==> config.mk <==
export PLATFORM = sky130hd
export DESIGN_NAME = axi_lite_regfile
export DESIGN_NICKNAME = d
export VERILOG_FILES = /design/src/rtl/axi_lite_regfile.sv
export SDC_FILE = /design/constraint.sdc
export NUM_CORES = 1
export LEC_CHECK = 0
export CORE_UTILIZATION = 50
export CTS_BUF_LIST = sky130_fd_sc_hd__clkbuf_4
export CTS_CLUSTER_SIZE = 20
export DETAILED_ROUTE_END_ITERATION = 8
export HOLD_SLACK_MARGIN = 0.12
export PLACE_DENSITY = 0.81
export SKIP_CTS_REPAIR_TIMING = 1
export SYNTH_ARGS = -nofsm -noshare
export SYNTH_HDL_FRONTEND = slang
export SYNTH_SLANG_ARGS = --single-unit
export TNS_END_PERCENT = 30
==> constraint.sdc <==
create_clock -name clk -period 3.45 [get_ports clk]
set_clock_uncertainty 0.15 [all_clocks]
set_input_delay 1.035 -clock clk [delete_from_list [all_inputs] [get_ports clk]]
set_output_delay 1.035 -clock clk [all_outputs]
set_load 0.1 [all_outputs]
==> src/rtl/axi_lite_regfile.sv <==
// AXI4-Lite slave exposing NUM_REGS read/write registers, also driven out flat on regs_o.
// Define AXI_LITE_REGFILE_DECERR_EN to answer out-of-range accesses with DECERR instead of OKAY.
module axi_lite_regfile #(
    parameter int unsigned ADDR_WIDTH = 32,
    parameter int unsigned DATA_WIDTH = 32,
    parameter int unsigned NUM_REGS   = 8
) (
    input  logic                             clk,
    input  logic                             rst,

    input  logic [ADDR_WIDTH-1:0]            s_awaddr,
    input  logic                             s_awvalid,
    output logic                             s_awready,

    input  logic [DATA_WIDTH-1:0]            s_wdata,
    input  logic [DATA_WIDTH/8-1:0]          s_wstrb,
    input  logic                             s_wvalid,
    output logic                             s_wready,

    output logic [1:0]                       s_bresp,
    output logic                             s_bvalid,
    input  logic                             s_bready,

    input  logic [ADDR_WIDTH-1:0]            s_araddr,
    input  logic                             s_arvalid,
    output logic                             s_arready,

    output logic [DATA_WIDTH-1:0]            s_rdata,
    output logic [1:0]                       s_rresp,
    output logic                             s_rvalid,
    input  logic                             s_rready,

    output logic [NUM_REGS*DATA_WIDTH-1:0]   regs_o,
    output logic [NUM_REGS-1:0]              wr_pulse_o
);

    localparam int unsigned STRB_WIDTH = DATA_WIDTH / 8;
    localparam int unsigned ADDR_LSB   = $clog2(STRB_WIDTH);

    localparam logic [1:0] RESP_OKAY   = 2'b00;
`ifdef AXI_LITE_REGFILE_DECERR_EN
    localparam logic [1:0] RESP_OOR    = 2'b11;
`else
    localparam logic [1:0] RESP_OOR    = RESP_OKAY;
`endif

    typedef enum logic [1:0] {
        W_IDLE,
        W_GOT_AW,
        W_GOT_W,
        W_RESP
    } w_state_e;

    typedef enum logic {
        R_IDLE,
        R_DATA
    } r_state_e;

    // Register storage and write-side pulses
    logic [DATA_WIDTH-1:0] regs_q [NUM_REGS];
    logic [DATA_WIDTH-1:0] regs_d [NUM_REGS];
    logic [NUM_REGS-1:0]   wr_pulse_q, wr_pulse_d;

    // Write channel state
    w_state_e              w_state_q, w_state_d;
    logic [ADDR_WIDTH-1:0] awaddr_q, awaddr_d;
    logic [DATA_WIDTH-1:0] wdata_q, wdata_d;
    logic [STRB_WIDTH-1:0] wstrb_q, wstrb_d;
    logic [1:0]            bresp_q, bresp_d;

    // Read channel state
    r_state_e              r_state_q, r_state_d;
    logic [DATA_WIDTH-1:0] rdata_q, rdata_d;
    logic [1:0]            rresp_q, rresp_d;

    logic                  aw_hs, w_hs, ar_hs;
    logic                  wr_commit;
    logic [ADDR_WIDTH-1:0] wr_addr, wr_index, rd_index;
    logic [DATA_WIDTH-1:0] wr_data, rd_word;
    logic [STRB_WIDTH-1:0] wr_strb;
    logic                  wr_in_range, rd_in_range;

    // Ready signals are forced low while reset is held.
    assign s_awready = !rst && ((w_state_q == W_IDLE) || (w_state_q == W_GOT_W));
    assign s_wready  = !rst && ((w_state_q == W_IDLE) || (w_state_q == W_GOT_AW));
    assign s_arready = !rst && (r_state_q == R_IDLE);

    assign s_bvalid  = (w_state_q == W_RESP);
    assign s_bresp   = bresp_q;
    assign s_rvalid  = (r_state_q == R_DATA);
    assign s_rdata   = rdata_q;
    assign s_rresp   = rresp_q;

    assign wr_pulse_o = wr_pulse_q;

    for (genvar gi = 0; gi < NUM_REGS; gi++) begin : g_regs_out
        assign regs_o[gi*DATA_WIDTH +: DATA_WIDTH] = regs_q[gi];
    end

    assign aw_hs = s_awvalid && s_awready;
    assign w_hs  = s_wvalid && s_wready;
    assign ar_hs = s_arvalid && s_arready;

    // The half already latched comes from the holding register, the other from the bus.
    assign wr_addr = (w_state_q == W_GOT_AW) ? awaddr_q : s_awaddr;
    assign wr_data = (w_state_q == W_GOT_W) ? wdata_q : s_wdata;
    assign wr_strb = (w_state_q == W_GOT_W) ? wstrb_q : s_wstrb;

    assign wr_index    = wr_addr >> ADDR_LSB;
    assign wr_in_range = wr_index < ADDR_WIDTH'(NUM_REGS);
    assign rd_index    = s_araddr >> ADDR_LSB;
    assign rd_in_range = rd_index < ADDR_WIDTH'(NUM_REGS);

    always_comb begin
        w_state_d = w_state_q;
        awaddr_d  = awaddr_q;
        wdata_d   = wdata_q;
        wstrb_d   = wstrb_q;
        bresp_d   = bresp_q;
        wr_commit = 1'b0;

        if (aw_hs) begin
            awaddr_d = s_awaddr;
        end
        if (w_hs) begin
            wdata_d = s_wdata;
            wstrb_d = s_wstrb;
        end

        unique case (w_state_q)
            W_IDLE: begin
                if (aw_hs && w_hs) begin
                    wr_commit = 1'b1;
                end else if (aw_hs) begin
                    w_state_d = W_GOT_AW;
                end else if (w_hs) begin
                    w_state_d = W_GOT_W;
                end
            end
            W_GOT_AW: begin
                if (w_hs) begin
                    wr_commit = 1'b1;
                end
            end
            W_GOT_W: begin
                if (aw_hs) begin
                    wr_commit = 1'b1;
                end
            end
            W_RESP: begin
                if (s_bready) begin
                    w_state_d = W_IDLE;
                    awaddr_d  = '0;
                    wdata_d   = '0;
                    wstrb_d   = '0;
                end
            end
            default: w_state_d = W_IDLE;
        endcase

        if (wr_commit) begin
            w_state_d = W_RESP;
            bresp_d   = wr_in_range ? RESP_OKAY : RESP_OOR;
        end
    end

    // Byte-lane merge; an all-zero strobe still pulses the register.
    always_comb begin
        regs_d     = regs_q;
        wr_pulse_d = '0;
        if (wr_commit && wr_in_range) begin
            for (int i = 0; i < NUM_REGS; i++) begin
                if (wr_index == ADDR_WIDTH'(i)) begin
                    wr_pulse_d[i] = 1'b1;
                    for (int b = 0; b < STRB_WIDTH; b++) begin
                        if (wr_strb[b]) begin
                            regs_d[i][8*b +: 8] = wr_data[8*b +: 8];
                        end
                    end
                end
            end
        end
    end

    // Reads sample regs_q, so a same-edge write is seen only by later reads.
    always_comb begin
        rd_word = '0;
        for (int i = 0; i < NUM_REGS; i++) begin
            if (rd_index == ADDR_WIDTH'(i)) begin
                rd_word = regs_q[i];
            end
        end
    end

    always_comb begin
        r_state_d = r_state_q;
        rdata_d   = rdata_q;
        rresp_d   = rresp_q;

        unique case (r_state_q)
            R_IDLE: begin
                if (ar_hs) begin
                    r_state_d = R_DATA;
                    rdata_d   = rd_in_range ? rd_word : '0;
                    rresp_d   = rd_in_range ? RESP_OKAY : RESP_OOR;
                end
            end
            R_DATA: begin
                if (s_rready) begin
                    r_state_d = R_IDLE;
                end
            end
            default: r_state_d = R_IDLE;
        endcase
    end

    always_ff @(posedge clk) begin
        if (rst) begin
            regs_q     <= '{default: '0};
            wr_pulse_q <= '0;
            w_state_q  <= W_IDLE;
            awaddr_q   <= '0;
            wdata_q    <= '0;
            wstrb_q    <= '0;
            bresp_q    <= RESP_OKAY;
            r_state_q  <= R_IDLE;
            rdata_q    <= '0;
            rresp_q    <= RESP_OKAY;
        end else begin
            regs_q     <= regs_d;
            wr_pulse_q <= wr_pulse_d;
            w_state_q  <= w_state_d;
            awaddr_q   <= awaddr_d;
            wdata_q    <= wdata_d;
            wstrb_q    <= wstrb_d;
            bresp_q    <= bresp_d;
            r_state_q  <= r_state_d;
            rdata_q    <= rdata_d;
            rresp_q    <= rresp_d;
        end
    end

endmodule

Yosys cells after proc, flatten, opt, wreduce, memory -nomap -nowiden

Cells that the tools add are included.

Bits in registers: 367
Latch bits: 0
Memory bits (writable): 0
ROM bits: 0
Input port bits: 107
Output and inout port bits: 305
Logic and storage cells: 155
Memories kept: 0

Add/subtract/negate cells: 0
Multiply operators: 0
Divide/modulo/power cells: 0
Magnitude comparators: 2
Equality and inequality tests: 20
Shifts and indexed selects: 0
Multiplexer cells: 42
Bitwise operators: 2
Reduce and logical (&&, ||, !) cells: 50

Operators by type and width:

| cell                                                         | number |
|---|---|
| two-way mux 32 bit                                           | 17 |
| == test 30 x 3 -> 1 bit (second input constant)              | 8 |
| == test 30 x 2 -> 1 bit (second input constant)              | 4 |
| AND reduction 3 bit                                          | 32 |
| zero test 32 bit                                             | 2 |
| == test 30 x 1 -> 1 bit (second input constant)              | 2 |
| less-than comparator 30 x 4 -> 1 bit (second input constant) | 2 |
| two-way mux 4 bit                                            | 4 |
| two-way mux 1 bit                                            | 13 |
| two-way mux 2 bit                                            | 5 |
| logical AND 1 bit                                            | 8 |
| == test 2 bit (second input constant)                        | 2 |
| != test 4 bit (second input constant)                        | 1 |
| case mux 2 bit (2 select lines)                              | 1 |
| AND reduction 4 bit                                          | 1 |
| != test 3 x 1 -> 1 bit (second input constant)               | 1 |
| != test 3 bit (second input constant)                        | 1 |
| case mux 1 bit (3 select lines)                              | 1 |
| nonzero test 3 bit                                           | 1 |
| == test 2 x 1 -> 1 bit (second input constant)               | 1 |
| zero test 2 bit                                              | 1 |
| logical OR 1 bit                                             | 2 |
| NOT 1 bit                                                    | 2 |
| case mux 1 bit (2 select lines)                              | 1 |
| other kinds (3)                                              | 3 |

Longest topological paths before layout

Gate-level depths: netlist of run 1.

Depth after elaboration: 10
Mapped depth: 8
Depth with buffers taken out: 5

Least setup slack after synthesis of run 1

No wires, ideal clock.

Path kind: input -> output
From: in rst
To: out s_arready
Arrival: 2.876 ns
Required time: 2.265 ns
Setup slack: -0.611 ns
Cell stages on the path: 4
Path buffers: 3
Path through: clkbuf_1 clkbuf_1 buf_1 nor2_1

Longest elaborated chain between the ends: 2

Ends and longest elaborated chain:

| item              | line | text |
|---|---|---|
| from (decl)       | 9    | `input logic rst,` |
| zero test 1 bit   | 86   | `assign s_arready = !rst && (r_state_q == R_IDLE);` |
| logical AND 1 bit | 86   |  |
| to (decl)         | 26   | `output logic s_arready,` |

Every way passes these cells.

Worst setup path in the final report of run 1

From: reg w_state_q[1]
To: out s_bvalid

Longest elaborated chain between the ends: 1

Ends and longest elaborated chain:

| item                   | line | text |
|---|---|---|
| from (decl)            | 65   | `w_state_e w_state_q, w_state_d;` |
| from (signal assigned) | 232  | `w_state_q <= w_state_d;` |
| == test 2 bit          | 88   | `assign s_bvalid = (w_state_q == W_RESP);` |
| to (decl)              | 21   | `output logic s_bvalid,` |

Every way passes these cells.

==> impl_summary.txt, run 1 <==
----------------------------------------------------
[Run status]
  Outcome ... finished clean

[Timing]
  Endpoints failing hold ... 0
  Post-route setup TNS ... 0 ns
  Max_slew headroom ... 0.430
  RSZ-0062 raised after global routing ... false
  Total of endpoints with negative setup slack in the final report ... 0
  Worst setup margin ... 0.457 ns
  Period utilization ... 0.867
  Achievable frequency ... 334 MHz
  Transition at the pin with the smallest max-transition slack ... roughly 0.85 ns
  Min Clock Period, post-route ... 2.99 ns
  Count of pins over their slew limit ... 0

[Final layout]
  Leading cell type in the layout, fill and taps excluded ... sky130_fd_sc_hd__dfxtp_1
  Final non-filler cell total ... ~2600
  Number of inserted filler cells in the final layout ... 2597
  Final-stage net count ... between 2000 and 2500
  Leading cell types in the layout, fill and taps excluded ... 365 x sky130_fd_sc_hd__dfxtp_1, 333 x sky130_fd_sc_hd__buf_4, 262 x sky130_fd_sc_hd__mux2i_1
  Post-synthesis to final-layout area growth ... 32.3%
  Fraction of layout instances using a drive strength above 1 ... 0.283

[Critical path]
  Crit path launch type ... flip-flop
  Largest stage delay, worst path ... 0.54 ns
  Data required time of the worst path ... 2.26 ns
  Element type at the critical path end ... output pin
  Crit Path Class ... reg2out
  Cell type of the slowest stage on the worst timing path ... sky130_fd_sc_hd__dfxtp_1
  Top delay family on crit path ... flip-flops
  Worst Path Buf+Inv ... 1
  Crit Path Max Fanout ... 11
  Endpoint arrival time on the critical path ... around 1.8 ns
  Series of cell instances along the critical path ... and2_4 -> buf_4

[Clocking]
  CTS Sinks ... 365
  CTS HTree Levels ... 3
  Clock latency at the later pin of the worst-skew pair ... 0.73 ns
  Num CTS Buffers ... 97
  CTS clock-pin slew for the worst setup and hold paths ... 0.06 ns
  TritonCTS clock tree ... done
  Root Buffer Master ... sky130_fd_sc_hd__clkbuf_4
  Longest Clk Path Bufs ... 3

[Yosys]
  Post-synthesis area per instance ... between 9 and 10 sq um
  Total standard cell area after synthesis ... around 16000 sq um
  Number of synthesized flops with an enable pin ... 0
  Most used flip-flop cell after synthesis ... sky130_fd_sc_hd__dfxtp_1
  Register bit total from synthesis ... 365
  Total of warnings raised by yosys ... 0
  Synthesized instance count ... between 1500 and 2000
  Post-synthesis async set-or-reset flop share ... 0
  Count of different cell masters after synthesis ... 49
  Sequential-to-total area share from yosys stat ... 0.444

[Power]
  Maximum vdd drop ... 0.316 mV
  Pwr/cell area ... 408 nW/um^2
  Leakage power of the design ... 0.0101 uW
  Overall Power ... ~8900 uW

[Global route]
  Maximum number of pins on one net before global-route repair ... between 150 and 200
  GRT Resource Usage Total ... 0.307
  First-pass GRT wire length ... 80200 microns
  Total congestion overflow after global routing ... 0
  Via count of the first global-routing pass ... 14500
  Number of antenna violations at the first check in global routing ... 12

[Place]
  Worst setup slack after placement ... 0.00155 ns
  Final Wtd Congestion ... between 0.8 and 0.9
  Count of placed standard cells including taps ... 2453
  Number of port buffers ... 403
  Placed wire-length estimate after detailed placement ... 37000 microns

[Detailed routing]
  Wire length per cell ... just over 20 microns
  Total Wirelength ... 52900 microns
  Residual DRC ... 0
  Vias ... 14400
  Antenna-violating nets left ... 0
  DRT iter0 DRCs ... 918
  Mean number of vias per cell ... 5.51
  Detailed-router iteration count before antenna repair ... 7

[Hold path]
  Hold Path Class ... reg2reg

[Flow run]
  Maximum capacitance violations ... 0

[Floorplanning]
  Initial core utilization ... 0.507
  Number of ports placed on the die boundary ... 412
  Row count ... 66
  Die X ... 183 microns
  Area enclosed by the die boundary ... 33700 sq um
  Area of the core ... roughly 32000 sq um
  Die span in y ... 183 microns

----------------------------------------------------
## power by group
part | leakage [uW] | internal (uW) | switching [uW] | total, uW
clock network | 0.000706 | 2040 | 1780 | 3820
logic | 0.00647 | 329 | 472 | 801
registers | 0.00294 | 4250 | 22.9 | 4270
total | 0.0101 | 6610 | 2280 | 8890
## tightest hold or removal path: stages, from the launching register on
cell and delay (ns):
sky130_fd_sc_hd__dfxtp_1 0.31, sky130_fd_sc_hd__nand2_1 0.05, sky130_fd_sc_hd__a21oi_1 0.05
## cell families after synthesis
group           synth area share
mux                        0.222
simple gates               0.218
buf+inv                   0.0315
other cells             0.000228
compound gates            0.0838
flops                      0.444
## synth_stat cells, types with 3 or more instances
cell | n | area share
sky130_fd_sc_hd__nor3_1 | 6 | 0.0018
sky130_fd_sc_hd__nand4_1 | 5 | 0.0019
sky130_fd_sc_hd__buf_6 | 5 | 0.0034
sky130_fd_sc_hd__buf_1 | 8 | 0.0018
sky130_fd_sc_hd__nor2_1 | 40 | 0.0091
sky130_fd_sc_hd__nand3_2 | 8 | 0.0049
sky130_fd_sc_hd__mux4_2 | 31 | 0.042
sky130_fd_sc_hd__nor4_1 | 18 | 0.0068
sky130_fd_sc_hd__a21oi_1 | 71 | 0.022
sky130_fd_sc_hd__mux2i_1 | 262 | 0.16
sky130_fd_sc_hd__nand3_4 | 22 | 0.023
sky130_fd_sc_hd__o22ai_1 | 29 | 0.011
sky130_fd_sc_hd__nand2b_1 | 262 | 0.10
sky130_fd_sc_hd__o221ai_1 | 29 | 0.015
sky130_fd_sc_hd__inv_1 | 3 | 0.00068
sky130_fd_sc_hd__mux2_2 | 30 | 0.021
sky130_fd_sc_hd__nand2_1 | 261 | 0.060
sky130_fd_sc_hd__a21o_1 | 33 | 0.015
sky130_fd_sc_hd__buf_2 | 6 | 0.0018
sky130_fd_sc_hd__dfxtp_1 | 365 | 0.44
sky130_fd_sc_hd__nor2b_1 | 5 | 0.0019
sky130_fd_sc_hd__nand3_1 | 3 | 0.00091
sky130_fd_sc_hd__clkbuf_1 | 86 | 0.020
sky130_fd_sc_hd__a31oi_1 | 6 | 0.0023
sky130_fd_sc_hd__buf_4 | 7 | 0.0032
sky130_fd_sc_hd__o21ai_0 | 33 | 0.010
## area by class of cell
| type | count | area, sq um | share of cell area |
|---|---|---|---|
| tap | 442 | 553 | 0.0254 |
| inverter | 3 | 11.3 | 0.000517 |
| sequential | 365 | 7310 | 0.335 |
| clock inverter | 21 | 178 | 0.00816 |
| multi-input combinational | 1185 | 8680 | 0.399 |
| clock buffer | 137 | 1030 | 0.0472 |
| antenna | 9 | 22.5 | 0.00103 |
| timing repair buffer | 458 | 4000 | 0.184 |
## sequential cells by signal (all words and copies together) (netlist names)
name / count
s_rdata: 32
wstrb_q: 4
regs_o: 256
wr_pulse_o: 8
wdata_q: 32
s_rvalid: 1
awaddr_q: 30
w_state_q: 2
## final timing paths
| path | start | end | slack (ns) | depth (start not counted) |
|---|---|---|---|---|
| setup / recovery | w_state_q[1] | s_bvalid | 0.46 | 2 |
| hold / removal | awaddr_q[9] | awaddr_q[9] | 0.31 | 2 |
| setup reg to reg | w_state_q[1] | regs_o[172] | 0.67 | 6 |
| hold reg to reg | awaddr_q[9] | awaddr_q[9] | 0.31 | 2 |
## per-stage QoR
step / cell area [sq um] / hold WS (ns) / util
2_1_floorplan: 16500 / 0.286 / -
3_3_place_gp: 20600 / 0.286 / 0.633
3_5_place_dp: 20600 / 0.294 / 0.633
4_1_cts: 21800 / 0.305 / 0.670
5_1_grt: 21800 / 0.317 / 0.671
6_report: 21800 / 0.307 / 0.671
## layer usage
layer,vias up,routed length (microns),track usage
li1,6720,-,-
met1,6908,20000,0.345
met2,662,26300,0.533
met3,146,4540,0.0836
met4,4,2110,0.155
met5,-,31,0
Power figures use the tool's default switching activity.
==> run 2: changes to the inputs <==
ABC_AREA = 0   (was default)
==> results of run 2 <==
The final DEF is identical to that of run 1; final timing and power are the same.
==> run 3: changes to the inputs <==
REMOVE_ABC_BUFFERS = 1   (was default)
clock period = 2.8 ns   (was 3.45 ns; I/O delays follow)
==> run 3 against run 2 <==
Register-to-register slack got worse by 0.39 ns. Combinational power grew 26%. Routed wire length decreased by 0.73%. First-iteration DRC count is 0.98% lower. Via count is 0.21% higher. Final cell count grew 0.92%. Clock power is 27% higher. Worst setup slack got worse by 0.27 ns. Largest cell class unchanged. Highest routed layer is now met4.
==> impl_summary.txt, run 3 (synthesis results as in run 1) <==
----------------------------------------------------
[Run status]
  Outcome ... finished clean (unchanged)

[Floorplanning]
  Row count ... 66 (unchanged)
  Number of ports placed on the die boundary ... 412 (unchanged)
  Area enclosed by the die boundary ... 33700 sq um (unchanged)
  Die X ... 183 microns (unchanged)
  Die span in y ... 183 microns (unchanged)
  Area of the core ... 32500 sq um (unchanged)
  Initial core utilization ... 0.507 (unchanged)

[Critical path]
  Element type at the critical path end ... output pin (unchanged)
  Endpoint arrival time on the critical path ... 1.62 ns (was 1.81 ns)
  Number of cells traversed by the worst register-to-register path ... 6 (unchanged)
  Crit path launch type ... flip-flop (unchanged)
  Crit Path Class ... reg2out (unchanged)
  Data required time of the worst path ... 1.81 ns (was 2.26 ns)
  Crit Path Max Fanout ... 11 (unchanged)

[Power]
  Leakage power of the design ... 0.0103 uW (was 0.0101 uW)
  Pwr/cell area ... 505 nW/um^2 (was 408 nW/um^2)
  Overall Power ... 11100 uW (was 8890 uW)
  Flop pwr share ... 0.472 (was 0.480)
  Switching part of the total power ... 0.252 (was 0.256)
  Power Internal ... 8330 uW (was 6610 uW)
  Maximum vdd drop ... 0.358 mV (was 0.316 mV)
  Proportion of power drawn by the clock network ... 0.437 (was 0.429)
  Net switching power ... 2810 uW (was 2280 uW)
  Part of the total power dissipated in combinational logic ... 0.091 (was 0.090)

[Clocking]
  Clock latency at the later pin of the worst-skew pair ... 0.76 ns (was 0.73 ns)
  TritonCTS clock tree ... done (unchanged)
  CTS Sinks ... 365 (unchanged)
  CTS clock-pin slew for the worst setup and hold paths ... 0.08 ns (was 0.06 ns)
  Root Buffer Master ... sky130_fd_sc_hd__clkbuf_4 (unchanged)
  Num CTS Buffers ... 95 (was 97)
  CTS HTree Levels ... 3 (unchanged)
  Longest Clk Path Bufs ... 3 (unchanged)

[Final layout]
  Leading cell type in the layout, fill and taps excluded ... sky130_fd_sc_hd__dfxtp_1 (unchanged)
  Number of inserted filler cells in the final layout ... 2522 (was 2597)
  Flip-flop count of the largest register, all copies and words added ... 256 (unchanged)
  Post-synthesis to final-layout area growth ... 34.0% (was 32.3%)
  Sequential cell area ... 7310 sq um (about the same)
  Final-stage net count ... 2238 (was 2217)
  Fraction of layout instances using a drive strength above 1 ... 0.291 (was 0.283)
  Leading cell types in the layout, fill and taps excluded ... 364 x sky130_fd_sc_hd__dfxtp_1, 351 x sky130_fd_sc_hd__buf_4, 262 x sky130_fd_sc_hd__mux2i_1 (was 365 x sky130_fd_sc_hd__dfxtp_1, 333 x sky130_fd_sc_hd__buf_4, 262 x sky130_fd_sc_hd__mux2i_1)
  Combined area of the multi-input logic cells ... 8690 sq um (was 8680 sq um)
  Final non-filler cell total ... 2644 (was 2620)

[Timing]
  Worst setup margin ... 0.190 ns (was 0.457 ns)
  Total of endpoints with negative setup slack in the final report ... 0 (unchanged)
  Achievable frequency ... 383 MHz
  Endpoints failing hold ... 0 (unchanged)
  Count of pins over their slew limit ... 0 (unchanged)
  Transition at the pin with the smallest max-transition slack ... 0.756 ns (was 0.853 ns)
  Min Clock Period, post-route ... 2.61 ns
  RSZ-0062 raised after global routing ... false (unchanged)
  Max_slew headroom ... 0.496 (was 0.430)
  Post-route setup TNS ... 0 ns (unchanged)
  Period utilization ... 0.932

[Global route]
  Via count of the first global-routing pass ... 14500 (about the same)
  GRT Resource Usage Total ... 0.309 (was 0.307)
  Total congestion overflow after global routing ... 0 (unchanged)
  Maximum number of pins on one net before global-route repair ... 193 (was 184)
  Number of antenna violations at the first check in global routing ... 5 (was 12)
  First-pass GRT wire length ... 80800 microns (was 80200 microns)

[Detailed routing]
  Mean number of vias per cell ... 5.47 (was 5.51)
  Detailed-router iteration count before antenna repair ... 5 (was 7)
  Total Wirelength ... 52500 microns (was 52900 microns)
  Wire length per cell ... 19.9 microns (was 20.2 microns)
  Vias ... 14500 (was 14400)
  Antenna-violating nets left ... 0 (unchanged)
  Residual DRC ... 0 (unchanged)
  DRT iter0 DRCs ... 909 (was 918)

[Hold path]
  Hold Path Class ... reg2reg (unchanged)
  Worst hold stages ... 2 (unchanged)

[Flow run]
  Maximum capacitance violations ... 0 (unchanged)

[Place]
  Final Wtd Congestion ... 0.871 (was 0.859)
  Number of port buffers ... 403 (unchanged)
  Placed wire-length estimate after detailed placement ... 36200 microns (was 37000 microns)
  Worst setup slack after placement ... -0.449 ns (was 0.00155 ns)
  Count of placed standard cells including taps ... 2476 (was 2453)

----------------------------------------------------
==> run 3: cell count changes in the layout (fill, tap and decap cells not counted), sizes merged <==
cell	previous run	this run
buf	360	383
clkinv	14	21
diode	9	6
bufinv	3	5
clkbuf	137	135
clkinvlp	2	0
inv	5	4
==> run 3: worst paths after layout <==
check	to	start	slack, ns
worst min register to register	wdata_q[12]	wdata_q[12]	0.31
worst max-delay path	s_awready	w_state_q[0]	0.19
worst min-delay path	wdata_q[12]	wdata_q[12]	0.31
worst max register to register	regs_o[115]	w_state_q[1]	0.28
==> run 3: power groups by stage <==
stage	sequential [uW]	clock [uW]	combinational, uW
5_1_grt	5260	5260	1090
2_1_floorplan	5380	0	473
4_1_cts	5260	4960	1010
3_5_place_dp	5380	0	1010
3_3_place_gp	5370	0	991
6_report	5260	4870	1010
==> run 3: final cells by class <==
cell class	count	share of cell area
clock inverter	27	0.0108
inverter	3	0.000510
sequential	365	0.331
tap	442	0.0251
clock buffer	135	0.0459
antenna	6	0.000681
timing repair buffer	481	0.192
multi-input combinational	1185	0.394
==> run 3: stage by stage <==
step	hold slack [ns]	util	cell area, sq um
floorplan	0.286	-	16000
global placement	0.286	0.641	20800
detailed placement	0.297	0.641	20800
CTS	0.272	0.679	22000
global route	0.282	0.680	22100
finish	0.306	0.680	22100
==> run 3: worst max-delay path: stages (launching register included) <==
cell,delay (ns)
sky130_fd_sc_hd__dfxtp_2,0.38
sky130_fd_sc_hd__nor2_1,0.26
sky130_fd_sc_hd__buf_12,0.22
==> run 3: layer usage <==
metal / part of all wire / vias up / track usage
li1: - / 6766 / -
met3: 0.078 / 134 / 0.0816
met4: 0.045 / 0 / 0.168
met1: 0.40 / 6972 / 0.372
met5: 0 / - / 0
met2: 0.48 / 599 / 0.505
